==> config.mk <==
export PLATFORM = sky130hd
export DESIGN_NAME = mem_port_arbiter
export DESIGN_NICKNAME = d
export VERILOG_FILES = /design/src/rtl/mem_arb_pkg.sv /design/src/rtl/mem_arb_age_counter.sv /design/src/rtl/mem_port_arbiter.sv
export SDC_FILE = /design/constraint.sdc
export NUM_CORES = 1
export LEC_CHECK = 0
export CORE_AREA = 10 10 108 110
export DETAILED_ROUTE_END_ITERATION = 12
export DIE_AREA = 0 0 118 120
export PLACE_DENSITY_LB_ADDON = 0.1
export SETUP_SLACK_MARGIN = 0.5
export SLEW_MARGIN = 10
export SYNTH_ARGS = -nofsm -noshare
export SYNTH_HDL_FRONTEND = slang
export SYNTH_HIERARCHICAL = 1
export SYNTH_SLANG_ARGS = --single-unit
==> constraint.sdc <==
create_clock -name clk -period 2.7 [get_ports clk]
set_clock_uncertainty 0.15 [all_clocks]
set_input_delay 0.54 -clock clk [delete_from_list [all_inputs] [get_ports clk]]
set_output_delay 0.54 -clock clk [all_outputs]
set_load 0.05 [all_outputs]
==> src/rtl/mem_arb_pkg.sv <==
// Shared widths, owner-state encoding and address range helper for the
// fetch/data memory port arbiter.
package mem_arb_pkg;

  localparam int unsigned ADDR_W = 30;
  localparam int unsigned DATA_W = 32;
  localparam int unsigned STRB_W = DATA_W / 8;

  // Which port owns the response slot in the cycle after a grant
  typedef enum logic [2:0] {
    NONE,
    IF_RD,
    D_RD,
    IF_ERR,
    D_ERR
  } owner_e;

  function automatic logic addr_in_range(input logic [ADDR_W-1:0] addr,
                                         input logic [31:0]       words);
    return {2'b00, addr} < words;
  endfunction

endpackage

==> src/rtl/mem_arb_age_counter.sv <==
// Fetch-port age counter: counts consecutive denied fetch cycles and raises
// a starvation flag once the count reaches MAX_WAIT.
module mem_arb_age_counter #(
  parameter int unsigned MAX_WAIT = 4
) (
  input  logic clk,
  input  logic reset,
  input  logic req,
  input  logic gnt,
  output logic starved
);

  localparam int unsigned CW = (MAX_WAIT < 1) ? 1 : $clog2(MAX_WAIT + 1);
  localparam logic [CW-1:0] WAIT_MAX = CW'(MAX_WAIT);

  logic [CW-1:0] wait_q;
  logic [CW-1:0] wait_d;

  always_comb begin
    wait_d = wait_q;
    if (gnt) begin
      wait_d = '0;
    end else if (req && (wait_q != WAIT_MAX)) begin
      wait_d = wait_q + 1'b1;
    end
  end

  // Flag is registered alongside the count so it tracks wait_q == MAX_WAIT
  always_ff @(posedge clk or posedge reset) begin
    if (reset) begin
      wait_q  <= '0;
      starved <= 1'b0;
    end else begin
      wait_q  <= wait_d;
      starved <= (wait_d == WAIT_MAX);
    end
  end

endmodule

==> src/rtl/mem_port_arbiter.sv <==
// Two-port (fetch/data) arbiter onto a single shared memory with data-port
// priority, fetch anti-starvation and out-of-range error responses.
module mem_port_arbiter
  import mem_arb_pkg::*;
#(
  parameter int unsigned MEM_WORDS = 32768,
  parameter int unsigned MAX_WAIT  = 4
) (
  input  logic              clk,
  input  logic              reset,
  input  logic              if_req,
  input  logic [ADDR_W-1:0] if_addr,
  output logic              if_gnt,
  output logic              if_rvalid,
  output logic [DATA_W-1:0] if_rdata,
  output logic              if_err,
  input  logic              d_req,
  input  logic              d_we,
  input  logic [ADDR_W-1:0] d_addr,
  input  logic [DATA_W-1:0] d_wdata,
  input  logic [STRB_W-1:0] d_wstrb,
  output logic              d_gnt,
  output logic              d_rvalid,
  output logic [DATA_W-1:0] d_rdata,
  output logic              d_err,
  output logic              mem_read_ready,
  output logic              mem_write_ready,
  output logic [ADDR_W-1:0] mem_read_address,
  output logic [ADDR_W-1:0] mem_write_address,
  output logic [DATA_W-1:0] mem_write_data,
  output logic [STRB_W-1:0] mem_write_byte,
  input  logic [DATA_W-1:0] mem_read_data
);

  owner_e owner_q;
  owner_e owner_d;
  logic   starved;
  logic   if_ok;
  logic   d_ok;

  assign if_ok = addr_in_range(if_addr, 32'(MEM_WORDS));
  assign d_ok  = addr_in_range(d_addr, 32'(MEM_WORDS));

  mem_arb_age_counter #(
    .MAX_WAIT (MAX_WAIT)
  ) u_age (
    .clk     (clk),
    .reset   (reset),
    .req     (if_req),
    .gnt     (if_gnt),
    .starved (starved)
  );

  always_ff @(posedge clk or posedge reset) begin
    if (reset) begin
      owner_q <= NONE;
    end else begin
      owner_q <= owner_d;
    end
  end

  // Grant is combinational and suppressed during reset so nothing reaches memory
  always_comb begin
    if_gnt            = 1'b0;
    d_gnt             = 1'b0;
    mem_read_ready    = 1'b0;
    mem_write_ready   = 1'b0;
    mem_read_address  = '0;
    mem_write_address = '0;
    mem_write_data    = '0;
    mem_write_byte    = '0;
    owner_d           = NONE;
    if (!reset) begin
      if (if_req && (starved || !d_req)) begin
        if_gnt = 1'b1;
      end else if (d_req) begin
        d_gnt = 1'b1;
      end
    end
    if (if_gnt) begin
      if (if_ok) begin
        mem_read_ready   = 1'b1;
        mem_read_address = if_addr;
        owner_d          = IF_RD;
      end else begin
        owner_d = IF_ERR;
      end
    end else if (d_gnt) begin
      if (!d_ok) begin
        owner_d = D_ERR;
      end else if (d_we) begin
        mem_write_ready   = 1'b1;
        mem_write_address = d_addr;
        mem_write_data    = d_wdata;
        mem_write_byte    = d_wstrb;
      end else begin
        mem_read_ready   = 1'b1;
        mem_read_address = d_addr;
        owner_d          = D_RD;
      end
    end
  end

  always_comb begin
    if_rvalid = (owner_q == IF_RD) || (owner_q == IF_ERR);
    if_err    = (owner_q == IF_ERR);
    if_rdata  = (owner_q == IF_RD) ? mem_read_data : '0;
    d_rvalid  = (owner_q == D_RD) || (owner_q == D_ERR);
    d_err     = (owner_q == D_ERR);
    d_rdata   = (owner_q == D_RD) ? mem_read_data : '0;
  end

endmodule

### Word level (Yosys, flattened, before mapping)

Index checks and enable logic that the tools add are counted.

| operators by class | value |
|---|---|
| reductions and logical operators | 6 |
| equality and inequality tests | 6 |
| $lt $le $gt $ge | 2 |
| $add $sub $neg | 1 |
| muxes and demuxes | 40 |

Operators by type and width:

| cell | count |
|---|---|
| $mux W30 | 9 |
| $mux W32 | 6 |
| $lt A30 B16 Y1 const B | 2 |
| $mux W4 | 4 |
| $mux W3 | 5 |
| $mux W1 | 14 |
| $eq A3 B2 Y1 const B | 2 |
| $eq A3 B3 Y1 const B | 2 |
| $mux W2 | 2 |
| $add A3 B1 Y3 const B | 1 |
| $eq A3 B1 Y1 const B | 1 |
| $logic_or A1 B1 Y1 | 3 |
| $ne A3 B3 Y1 const B | 1 |
| $logic_and A1 B1 Y1 | 2 |
| $logic_not A1 Y1 | 1 |

| word-level totals | value |
|---|---|
| flip-flop bits (word level) | 7 |
| output and inout port bits | 168 |
| bits of input ports | 133 |
| logic and storage cells | 58 |

### Longest topological paths before layout

| logic depth | value |
|---|---|
| depth after elaboration | 7 |
| depth in mapped cells | 7 |
| depth with buffers taken out | 5 |

### By module

Netlist, hierarchy kept.

By module, submodules not included:

| module | area each (µm²) | sequential area each (µm²) | times used | cells each |
|---|---|---|---|---|
| mem_port_arbiter | 1611.5 | 75.1 | 1 | 232 |
| mem_arb_age_counter | 224.0 | 100.1 | 1 | 20 |

### Least setup slack after synthesis

No wires, ideal clock.

| timing | value |
|---|---|
| kind | input-to-output |
| start point | input reset |
| end point | output mem_read_address[10] |
| required time | 2.010 ns |
| data arrival time | 2.401 ns |
| path buffers | 2 |
| setup slack | -0.391 ns |
| stages on the path | 5 |
| cell sequence | inv_1 and3_1 clkbuf_1 buf_1 a32o_1 |

| on the way | value |
|---|---|
| elaborated cells between the ends (all ways) | 4 |
| classes of those cells | mux (4) |

RTL lines:

| element | RTL line | source |
|---|---|---|
| from (decl) | mem_port_arbiter.sv:10 | `input logic reset,` |
| $mux W1 | mem_port_arbiter.sv:73 | `if (!reset) begin` |
| via if_gnt | mem_port_arbiter.sv:13 | `output logic if_gnt,` |
| $mux W30 | mem_port_arbiter.sv:80 | `if (if_gnt) begin` |
| to (decl) | mem_port_arbiter.sv:28 | `output logic [ADDR_W-1:0] mem_read_address,` |

The timed path passes the listed nets, and every way through them passes these cells.

### Worst setup path in the final report

| timing | value |
|---|---|
| start point | input d_addr[27] |
| end point | output mem_write_data[20] |

| on the way | value |
|---|---|
| word-level cells in the longest chain between the ends | 4 |

RTL lines:

| element | RTL line | source |
|---|---|---|
| from (decl) | mem_port_arbiter.sv:19 | `input logic [ADDR_W-1:0] d_addr,` |
| $lt A30 B16 Y1 | mem_arb_pkg.sv:20 | `return {2'b00, addr} < words;` |
| $mux W32 | mem_port_arbiter.sv:89 | `if (!d_ok) begin` |
| $mux W32 | mem_port_arbiter.sv:88 | `end else if (d_gnt) begin` |
| $mux W32 | mem_port_arbiter.sv:80 |  |
| to (decl) | mem_port_arbiter.sv:30 | `output logic [DATA_W-1:0] mem_write_data,` |

No other way between the ends.

==> flow_summary.json <==
{
  "outcome": "finished with violations",
  "violations": "negative setup slack",
  "place.gp.congestion": 0.7810,
  "antenna-diode-count": 0,
  "worst_slew_pin_slew_ps": 523.6,
  "fp.dieArea_um2": 14160,
  "synth-edff-count": 0,
  "clock_path_buffers": 2,
  "tritoncts": "yes",
  "totalWireLength_mm": 15.19,
  "core-area_um2": 9549,
  "clkSlewWorstSetupHoldPaths_ps": 40,
  "setup_violations": 68,
  "cts_inserted_buffers": 3,
  "setup-tns-final_ps": -19300,
  "slew_headroom": 0.6523,
  "antenna_found_initial": 0,
  "wl_per_cell_um": 21.85,
  "synth_flop_cell": "dfrtp_1",
  "critPathArrivalTime_ps": 2340,
  "setup_slack_ps": -326.4,
  "p_seq_frac": 0.124,
  "ir_worst_vdd_mv": 0.5164,
  "die_h_um": 120,
  "firstDrtPassIters": 3,
  "timing.max_cap.violations": 0,
  "crit_path_start_kind": "input pin",
  "max_freq_mhz": 330.4,
  "crit_family": "simple AND/OR/NAND/NOR gates",
  "grt.total_usage": 0.1956,
  "dpl.hpwl_mm": 12.02,
  "io_buffers": 270,
  "cts_num_sinks": 7,
  "dpl_cell_area_um2": 6185,
  "reg2reg_depth": 8,
  "hold_path.class": "input pin to asynchronous set/reset pin",
  "drt_iter0_drc": 76,
  "avgSynthCellArea_um2": 7.284,
  "rows": 36,
  "cpPeakStageDelay_ps": 530,
  "globalRouteOverflowTotal": 0,
  "post-route-cell-area_um2": 7093,
  "nets": 698,
  "grt_max_degree": 18,
  "p_total_mw": 1.340,
  "critPathKind": "input pin to output pin",
  "min_period_ps": 3026,
  "cts_root_buf": "clkbuf_8",
  "ys_ff_latch": 7,
  "vias_per_cell": 4.165,
  "seq_area_frac_synth": 0.09543,
  "syn_to_final_growth_pct": 286.4,
  "antenna_left": 0,
  "htreeDepth": 1,
  "p_clk_frac": 0.112,
  "period_share": 1.121,
  "pwr-share-comb": 0.765,
  "hold_buffers": 0,
  "post-route-util": 0.7428,
  "power.internal_uw": 760.2,
  "cp_max_fo": 6,
  "async_reset_ff_frac": 1.000,
  "grt_pass1_vias": 3079,
  "drc": 0,
  "hold_violations": 0,
  "io_pins": 301,
  "clk_latency_ps": 230,
  "rr_endpoint": "u_age/starved",
  "die_x_um": 118,
  "drive_above_1_share": 0.6388,
  "p_leak_nw": 3.094,
  "r2r-start": "u_age/starved",
  "syn_inst": 252,
  "vias": 2895,
  "syn_area_um2": 1836,
  "cp_num_buf_inv": 7,
  "r2r_setup_slack_ps": 920,
  "crit_top_cell": "buf_6",
  "required_ps": 2010,
  "synth.distinct_cells": 33,
  "timing.hold.ws_ps": 33.27,
  "critical_path.slowest_cell": "or4_4",
  "p_sw_uw": 579.5,
  "finalMaxSlewViolations": 0,
  "powerDensity_nw_per_um2": 188.9,
  "netSwitchingFraction": 0.4326,
  "worst_setup_path_end_kind": "output pin",
  "yosys_warnings": 6,
  "grt_pass1_wl_mm": 21.52,
  "rsz0062_at_grt": "yes",
  "initial_utilization": 0.1922,
  "cp_num_cells": 11,
  "crit_chain": "buf_6 > or4_4 > nor2_4 > buf_6 > and4_4 > buf_6 > buf_6 > buf_6 > buf_12 > and2_4 > buf_12"
}
-- area by class of cell --
cell class	instances	area [µm²]
Multi-Input combinational cell	216	1780
Timing Repair Buffer	329	4902
Sequential cell	7	176.4
Fill cell	689	2456
Clock buffer	4	45.04
Tap cell	133	166.4
Inverter	6	22.52
-- kinds of logic after synthesis --
group / share of synthesized area
and+or+nand+nor: 0.5610
buffers and inverters: 0.2093
AOI/OAI and AO/OA: 0.1084
DFF: 0.09543
adders and majority gates: 0.01363
other: 0.002043
xor gates and xnor gates: 0.004773
muxes: 0.005454
-- per-layer routing --
layer,share of wire,vias to the layer above,wire length [µm],track usage
li1,-,1399,-,-
met1,0.37,1332,5546,0.2025
met2,0.54,152,8204,0.3769
met3,0.079,12,1200,0.06470
met4,0.015,0,233,0.03709
met5,0,-,0,0
-- repair_timing --
item,4_1_cts,5_1_grt
pin swaps,37,50
setup endpoints to repair,138,133
resized for setup,112,54
setup buffers,20,6
cloned,12,5
-- synth_stat cells, drive strengths merged, types with 2 or more instances --
library cell  count  share of area
a32o             15          0.082
and2            116           0.40
and3              3          0.010
and4              2         0.0095
buf              40           0.17
clkbuf           12          0.025
dfrtp             7          0.095
ha                2          0.014
inv               6          0.012
nand2             2         0.0041
nor2              5          0.010
nor2b             2         0.0068
nor3              3          0.011
nor3b            18          0.076
nor4              4          0.014
o21a              2         0.0082
or4               2         0.0082
-- flip-flops by register name (all words and copies together), names as in the netlist --
signal	cells
u_age/wait_q	3
u_age/starved	1
owner_q	3
-- layout by cell type, fill, tap and decap left out, types with 3 or more instances in the layout --
cell	synthesis	final
buf_16	0	11
buf_6	6	24
and3_4	0	3
inv_1	6	5
clkbuf_2	0	3
dfrtp_1	7	6
nor2_1	5	3
nor3b_1	17	15
buf_12	0	143
and2_4	0	115
buf_2	1	5
dlygate4sd2_1	0	6
conb_1	1	30
clkdlybuf4s50_1	0	116
a32o_2	0	15
buf_4	32	15
clkbuf_8	0	3
nor4_1	4	3
-- power groups by stage --
| stage | combinational, mW | clock (mW) | sequential (mW) |
|---|---|---|---|
| 4_1_cts | 0.967 | 0.155 | 0.167 |
| 6_report | 1.02 | 0.150 | 0.166 |
| 3_5_place_dp | 0.926 | 0 | 0.167 |
| 2_1_floorplan | 0.485 | 0 | 0.161 |
| 5_1_grt | 1.08 | 0.161 | 0.172 |
| 3_3_place_gp | 0.908 | 0 | 0.164 |
-- per-stage QoR --
step / cells / setup WS, ps
after global routing: 695 / -384.6
after global placement: 648 / -590.1
after floorplan: 281 / 39.25
final: 695 / -326.4
after CTS: 684 / -334.4
after detailed placement: 648 / -602.1
-- how the worst max path moves through the flow --
| stage | startpoint | to | slack [ps] |
|---|---|---|---|
| 2_1_floorplan | d_addr[29] | mem_write_address[11] | 40 |
| 3_3_place_gp | d_addr[29] | mem_write_address[6] | -590 |
| 3_5_place_dp | d_addr[29] | mem_write_byte[3] | -600 |
| 4_1_cts | d_addr[15] | mem_write_data[15] | -330 |
| 5_1_grt | d_addr[27] | mem_write_data[20] | -380 |
| 6_report | d_addr[27] | mem_write_data[20] | -330 |
Note: power is estimated with default switching activity, not from simulation.
